==> config.mk <==
export PLATFORM = sky130hd
export DESIGN_NAME = conv_output_streamer
export DESIGN_NICKNAME = d
export VERILOG_FILES = /design/src/rtl/conv_pkg.sv /design/src/rtl/tensor_index_counter.sv /design/src/rtl/conv_output_streamer.sv
export SDC_FILE = /design/constraint.sdc
export NUM_CORES = 1
export LEC_CHECK = 0
export CAP_MARGIN = 0
export CORE_MARGIN = 4
export CORE_UTILIZATION = 55
export CTS_CLUSTER_DIAMETER = 200
export DETAILED_ROUTE_END_ITERATION = 8
export PLACE_DENSITY = 0.93
export SETUP_SLACK_MARGIN = 0.3
export SLEW_MARGIN = 5
export SYNTH_ARGS = -nofsm -noshare
export SYNTH_HDL_FRONTEND = slang
export SYNTH_SLANG_ARGS = --single-unit
==> constraint.sdc <==
create_clock -name clk -period 3.68 [get_ports clk]
set_input_delay 0.736 -clock clk [delete_from_list [all_inputs] [get_ports clk]]
set_output_delay 0.736 -clock clk [all_outputs]
set_load 0.02 [all_outputs]
==> src/rtl/conv_pkg.sv <==
// Shared definitions for the convolution tensor pipeline: index widths, the
// flat element layout and the streamer state encoding.
package conv_pkg;

    typedef enum logic [0:0] {
        StIdle,
        StStream
    } stream_state_e;

    // Index width for a dimension; a single-entry dimension still gets one bit.
    function automatic int unsigned clog2_min1(input int unsigned v);
        return (v > 1) ? int'($clog2(v)) : 1;
    endfunction

    // Position of element (b,c,h,w) in a flattened tensor.
    function automatic int unsigned flat_index(
        input int unsigned b,
        input int unsigned c,
        input int unsigned h,
        input int unsigned w,
        input int unsigned channels,
        input int unsigned height,
        input int unsigned width
    );
        return ((b * channels + c) * height + h) * width + w;
    endfunction

endpackage

==> src/rtl/tensor_index_counter.sv <==
// Nested batch/channel/row/column counters that track the coordinates of the
// element currently presented by the streamer.
module tensor_index_counter
    import conv_pkg::*;
#(
    parameter int unsigned BATCH_SIZE   = 1,
    parameter int unsigned OUT_CHANNELS = 1,
    parameter int unsigned OUT_HEIGHT   = 4,
    parameter int unsigned OUT_WIDTH    = 4,
    localparam int unsigned BW = clog2_min1(BATCH_SIZE),
    localparam int unsigned CW = clog2_min1(OUT_CHANNELS),
    localparam int unsigned RW = clog2_min1(OUT_HEIGHT),
    localparam int unsigned LW = clog2_min1(OUT_WIDTH)
) (
    input  logic          clk,
    input  logic          rst,
    input  logic          clear,
    input  logic          advance,
    output logic [BW-1:0] batch,
    output logic [CW-1:0] chan,
    output logic [RW-1:0] row,
    output logic [LW-1:0] col,
    output logic          last_row,
    output logic          last
);

    localparam logic [BW-1:0] BatchMax = BW'(BATCH_SIZE - 1);
    localparam logic [CW-1:0] ChanMax  = CW'(OUT_CHANNELS - 1);
    localparam logic [RW-1:0] RowMax   = RW'(OUT_HEIGHT - 1);
    localparam logic [LW-1:0] ColMax   = LW'(OUT_WIDTH - 1);

    logic [BW-1:0] batch_q, batch_d;
    logic [CW-1:0] chan_q, chan_d;
    logic [RW-1:0] row_q, row_d;
    logic [LW-1:0] col_q, col_d;

    // Ripple-carry advance: column wraps into row, row into channel, channel into batch.
    always_comb begin
        batch_d = batch_q;
        chan_d  = chan_q;
        row_d   = row_q;
        col_d   = col_q;
        if (clear) begin
            batch_d = '0;
            chan_d  = '0;
            row_d   = '0;
            col_d   = '0;
        end else if (advance) begin
            if (col_q == ColMax) begin
                col_d = '0;
                if (row_q == RowMax) begin
                    row_d = '0;
                    if (chan_q == ChanMax) begin
                        chan_d  = '0;
                        batch_d = (batch_q == BatchMax) ? '0 : batch_q + BW'(1);
                    end else begin
                        chan_d = chan_q + CW'(1);
                    end
                end else begin
                    row_d = row_q + RW'(1);
                end
            end else begin
                col_d = col_q + LW'(1);
            end
        end
    end

    // Counter registers with synchronous reset.
    always_ff @(posedge clk) begin
        if (rst) begin
            batch_q <= '0;
            chan_q  <= '0;
            row_q   <= '0;
            col_q   <= '0;
        end else begin
            batch_q <= batch_d;
            chan_q  <= chan_d;
            row_q   <= row_d;
            col_q   <= col_d;
        end
    end

    assign batch    = batch_q;
    assign chan     = chan_q;
    assign row      = row_q;
    assign col      = col_q;
    assign last_row = (col_q == ColMax);
    assign last     = (col_q == ColMax) && (row_q == RowMax) &&
                      (chan_q == ChanMax) && (batch_q == BatchMax);

endmodule

==> src/rtl/conv_output_streamer.sv <==
// Captures a whole flattened tensor and replays it one element per cycle over a
// valid/ready stream, tagging each element with its coordinates.
module conv_output_streamer
    import conv_pkg::*;
#(
    parameter int unsigned BATCH_SIZE   = 1,
    parameter int unsigned OUT_CHANNELS = 1,
    parameter int unsigned OUT_HEIGHT   = 4,
    parameter int unsigned OUT_WIDTH    = 4,
    parameter int unsigned DATA_WIDTH   = 32,
    localparam int unsigned N  = BATCH_SIZE * OUT_CHANNELS * OUT_HEIGHT * OUT_WIDTH,
    localparam int unsigned BW = clog2_min1(BATCH_SIZE),
    localparam int unsigned CW = clog2_min1(OUT_CHANNELS),
    localparam int unsigned RW = clog2_min1(OUT_HEIGHT),
    localparam int unsigned LW = clog2_min1(OUT_WIDTH)
) (
    input  logic                    clk,
    input  logic                    rst,
    input  logic                    in_valid,
    output logic                    in_ready,
    input  logic [N*DATA_WIDTH-1:0] tensor_flat,
    output logic                    out_valid,
    input  logic                    out_ready,
    output logic [DATA_WIDTH-1:0]   out_data,
    output logic [BW-1:0]           out_batch,
    output logic [CW-1:0]           out_chan,
    output logic [RW-1:0]           out_row,
    output logic [LW-1:0]           out_col,
    output logic                    out_last_row,
    output logic                    out_last,
    output logic                    busy
);

    stream_state_e           state_q, state_d;
    logic [N*DATA_WIDTH-1:0] buf_q, buf_d;
    logic                    capture;
    logic                    advance;
    logic                    cnt_last_row;
    logic                    cnt_last;

    // Capture in IDLE; in STREAM shift one element out per handshake.
    always_comb begin
        state_d = state_q;
        buf_d   = buf_q;
        capture = 1'b0;
        advance = 1'b0;
        unique case (state_q)
            StIdle: begin
                if (in_valid) begin
                    capture = 1'b1;
                    buf_d   = tensor_flat;
                    state_d = StStream;
                end
            end
            StStream: begin
                if (out_ready) begin
                    advance = 1'b1;
                    buf_d   = buf_q >> DATA_WIDTH;
                    if (cnt_last) begin
                        state_d = StIdle;
                    end
                end
            end
            default: state_d = StIdle;
        endcase
    end

    // State and shift buffer registers with synchronous reset.
    always_ff @(posedge clk) begin
        if (rst) begin
            state_q <= StIdle;
            buf_q   <= '0;
        end else begin
            state_q <= state_d;
            buf_q   <= buf_d;
        end
    end

    tensor_index_counter #(
        .BATCH_SIZE  (BATCH_SIZE),
        .OUT_CHANNELS(OUT_CHANNELS),
        .OUT_HEIGHT  (OUT_HEIGHT),
        .OUT_WIDTH   (OUT_WIDTH)
    ) u_index (
        .clk     (clk),
        .rst     (rst),
        .clear   (capture),
        .advance (advance),
        .batch   (out_batch),
        .chan    (out_chan),
        .row     (out_row),
        .col     (out_col),
        .last_row(cnt_last_row),
        .last    (cnt_last)
    );

    assign in_ready     = (state_q == StIdle);
    assign out_valid    = (state_q == StStream);
    assign busy         = out_valid;
    assign out_data     = buf_q[DATA_WIDTH-1:0];
    // Flags are only meaningful alongside a valid element.
    assign out_last_row = out_valid && cnt_last_row;
    assign out_last     = out_valid && cnt_last;

endmodule

==> impl_metrics.ini <==
[worst_setup_path]
required_ns = 2.94
arrival_ns = 2.08
critical_path_class = flop to output port
endpoint_kind = output port
path_cells = ha_1 -> and3_1 -> clkdlybuf4s50_1
slowest_delay_ns = 0.60
slowest_stage = clkdlybuf4s50_1
path_max_fanout = 5
worst_setup_path_start_kind = flop

[synthesis]
seq_area_frac_synth_pct = 41.99
yosys-top-cells-area = dfxtp_1 42%, a211oi_2 20%, mux2i_1 20%, nor2_1 7.8%, a211oi_1 2.5%
netlist_instances = 2305
synth-seq-cells = 517
syn-cell-area_um2 = 24650
yosys_warnings = 0
synth-edff-count = 0
synth_top_area_share_pct = 41.99
avgSynthCellArea_um2 = 10.69
synth_top_cell_by_area = dfxtp_1
async_flop_share_pct = 0
synth_ff_type = dfxtp_1
ys_types = 25

[timing]
clock.fmax_mhz = 354.7
relSlewSlack_pct = 34.59
fin_crit_sh_pct = 76.61
fin_skew_ns = 0.03893
final-setup-viol-count = 0
fin_crit_ns = 2.819
final_hold_viol_count = 0
fin_ws_ns = 0.8608
rsz0062_at_grt = no
tightest_slew_ns = 0.9811
whs_ns = 0.4989
tns_ns = 0
slew_viol_final = 0

[clocking]
cts.sinks = 517
cts_tree = built
path_clk_slew_ns = 0.06
clk_latency_ns = 0.60
cts_hold_buf = 0
cts-root-buf = clkbuf_16
post_cts_resized = 0
cts_buffer_depth = 3
htree_levels = 2
cts_buffers = 54
postCtsSetupBuffers = 0

[cells_and_area]
layout.nets = 3230
fin_area_um2 = 32060
drive_gt1_share_pct = 19.78
areaGrowthSynthToFinish_pct = 30.07

[global_route]
grt_pass1_wl_um = 113000
track_usage_pct = 30.05
antenna_found_initial = 26
grt_start_max_net_pins = 124
overflow = 0
grt_pass1_vias = 19500

[place]
port_buffers = 556
dp_hpwl_um = 55690
placed_area_um2 = 30150
dpl_worst_slack_ns = 0.8337
gp_congestion = 0.9198

[floorplan]
initial_core_util_pct = 55.74
die_area_um2 = 48270
rows = 77
coreArea_um2 = 44220
fp.dieW_um = 219.7
io_pins = 559
die_h_um = 219.7

[detailed_routing]
drt-total-wl_um = 76680
ant_nets = 0
met3_length_um = 4997
route.layer.met1.wl_um = 31820
drt-pass1-iter-count = 5
num_vias = 19410
route.met2.wl_um = 36390
vias_per_cell = 5.760
top_layer = met5
drt_iter0_drc = 1540
drc = 0
wire_per_inst_um = 22.76

[power]
leakagePower_nw = 12.00
vdd_drop_max_mv = 0.3968
power.density_nw_per_um2 = 472.2

[job]
max_cap_violations = 0

[hold_path]
hp-class = flop to flop

[outcome]
status = finished clean
-- kinds of logic after synthesis --
kind of cell               synth area share, %
DFF                                      41.99
adders and majority gates               0.1015
AOI/OAI and AO/OA                        23.88
buffers and inverters                    6.376
other                                  0.01521
and+or+nand+nor                          8.000
muxes                                    19.63
-- layout make-up --
type                            count  area (um^2)
Timing Repair Buffer              612         6304
Clock buffer                       81         1613
Tap cell                          592        740.7
Antenna cell                       27        67.56
Sequential cell                   517        10350
Fill cell                        2930        12160
Clock inverter                     13        229.0
Multi-Input combinational cell   1526        12750
Inverter                            1        3.754
-- where the power goes --
group | switching (mW) | leakage, nW | internal, mW
clock | 2.24 | 0.905 | 3.42
combinational | 1.55 | 6.80 | 1.46
sequential | 0.342 | 4.29 | 6.12
total | 4.13 | 12.0 | 11.0
-- layout by cell type, fill, tap and decap left out, drive strengths merged --
master         netlist  final
mux2i              482    482
nand2                1      1
nor2b                1      1
and2                 1      1
a22oi               32     32
a32oi                2      2
clkbuf              93     81
inv                  1      1
bufinv               0      6
mux2                 1      1
ha                   2      2
conb                 1      2
or3                  1      1
clkinv               0      6
dfxtp              517    517
a41oi                1      1
a211oi             481    481
buf                169     57
nor3                 1      1
diode                0     27
o21bai               1      1
clkdlybuf4s50        0    555
nor2               515    515
nand3                1      1
clkinvlp             0      1
and3                 1      1
-- worst paths after layout --
| path | start | end | slack (ns) | cells after the start |
|---|---|---|---|---|
| setup reg to reg | busy | buf_q[249] | 1.20 | 4 |
| setup / recovery | u_index.col[0] | out_last | 0.86 | 3 |
| hold reg to reg | buf_q[11] | buf_q[11] | 0.50 | 2 |
| hold / removal | buf_q[11] | buf_q[11] | 0.50 | 2 |
-- per-stage QoR --
stage / instances / util, % / total power, mW
6_report: 3369 / 72.50 / 15.14
5_1_grt: 3366 / 72.48 / 15.69
3_5_place_dp: 3248 / 68.18 / 9.528
3_3_place_gp: 3248 / 68.18 / 9.407
4_1_cts: 3342 / 72.35 / 15.16
2_1_floorplan: 2306 / - / 8.442
-- sequential cells by signal (all words and copies together), names as in the netlist --
signal       flops
u_index.col      2
buf_q          512
u_index.row      2
busy             1
-- routing by layer --
layer	global-route usage, %	vias up
li1	-	9153
met1	38.58	9329
met2	49.45	755
met3	5.226	166
met4	13.98	4
met5	0	-
-- Yosys cell counts (2+ instances only) --
cell and number:
buf_4 38, a32oi_1 2, buf_2 77, buf_6 46
a211oi_2 400, nor2_1 515, a211oi_1 81, clkbuf_1 93
a22oi_1 32, buf_1 8, dfxtp_1 517, ha_1 2
mux2i_1 482
-- critical path: cells and delay by family, from the launching register on --
| family | cells | cell delay [ns] |
|---|---|---|
| buf+inv | 1 | 0.60 |
| fa+ha+maj | 1 | 0.28 |
| flops | 1 | 0.41 |
| simple gates | 1 | 0.20 |
(Power assumes the default switching activity.)
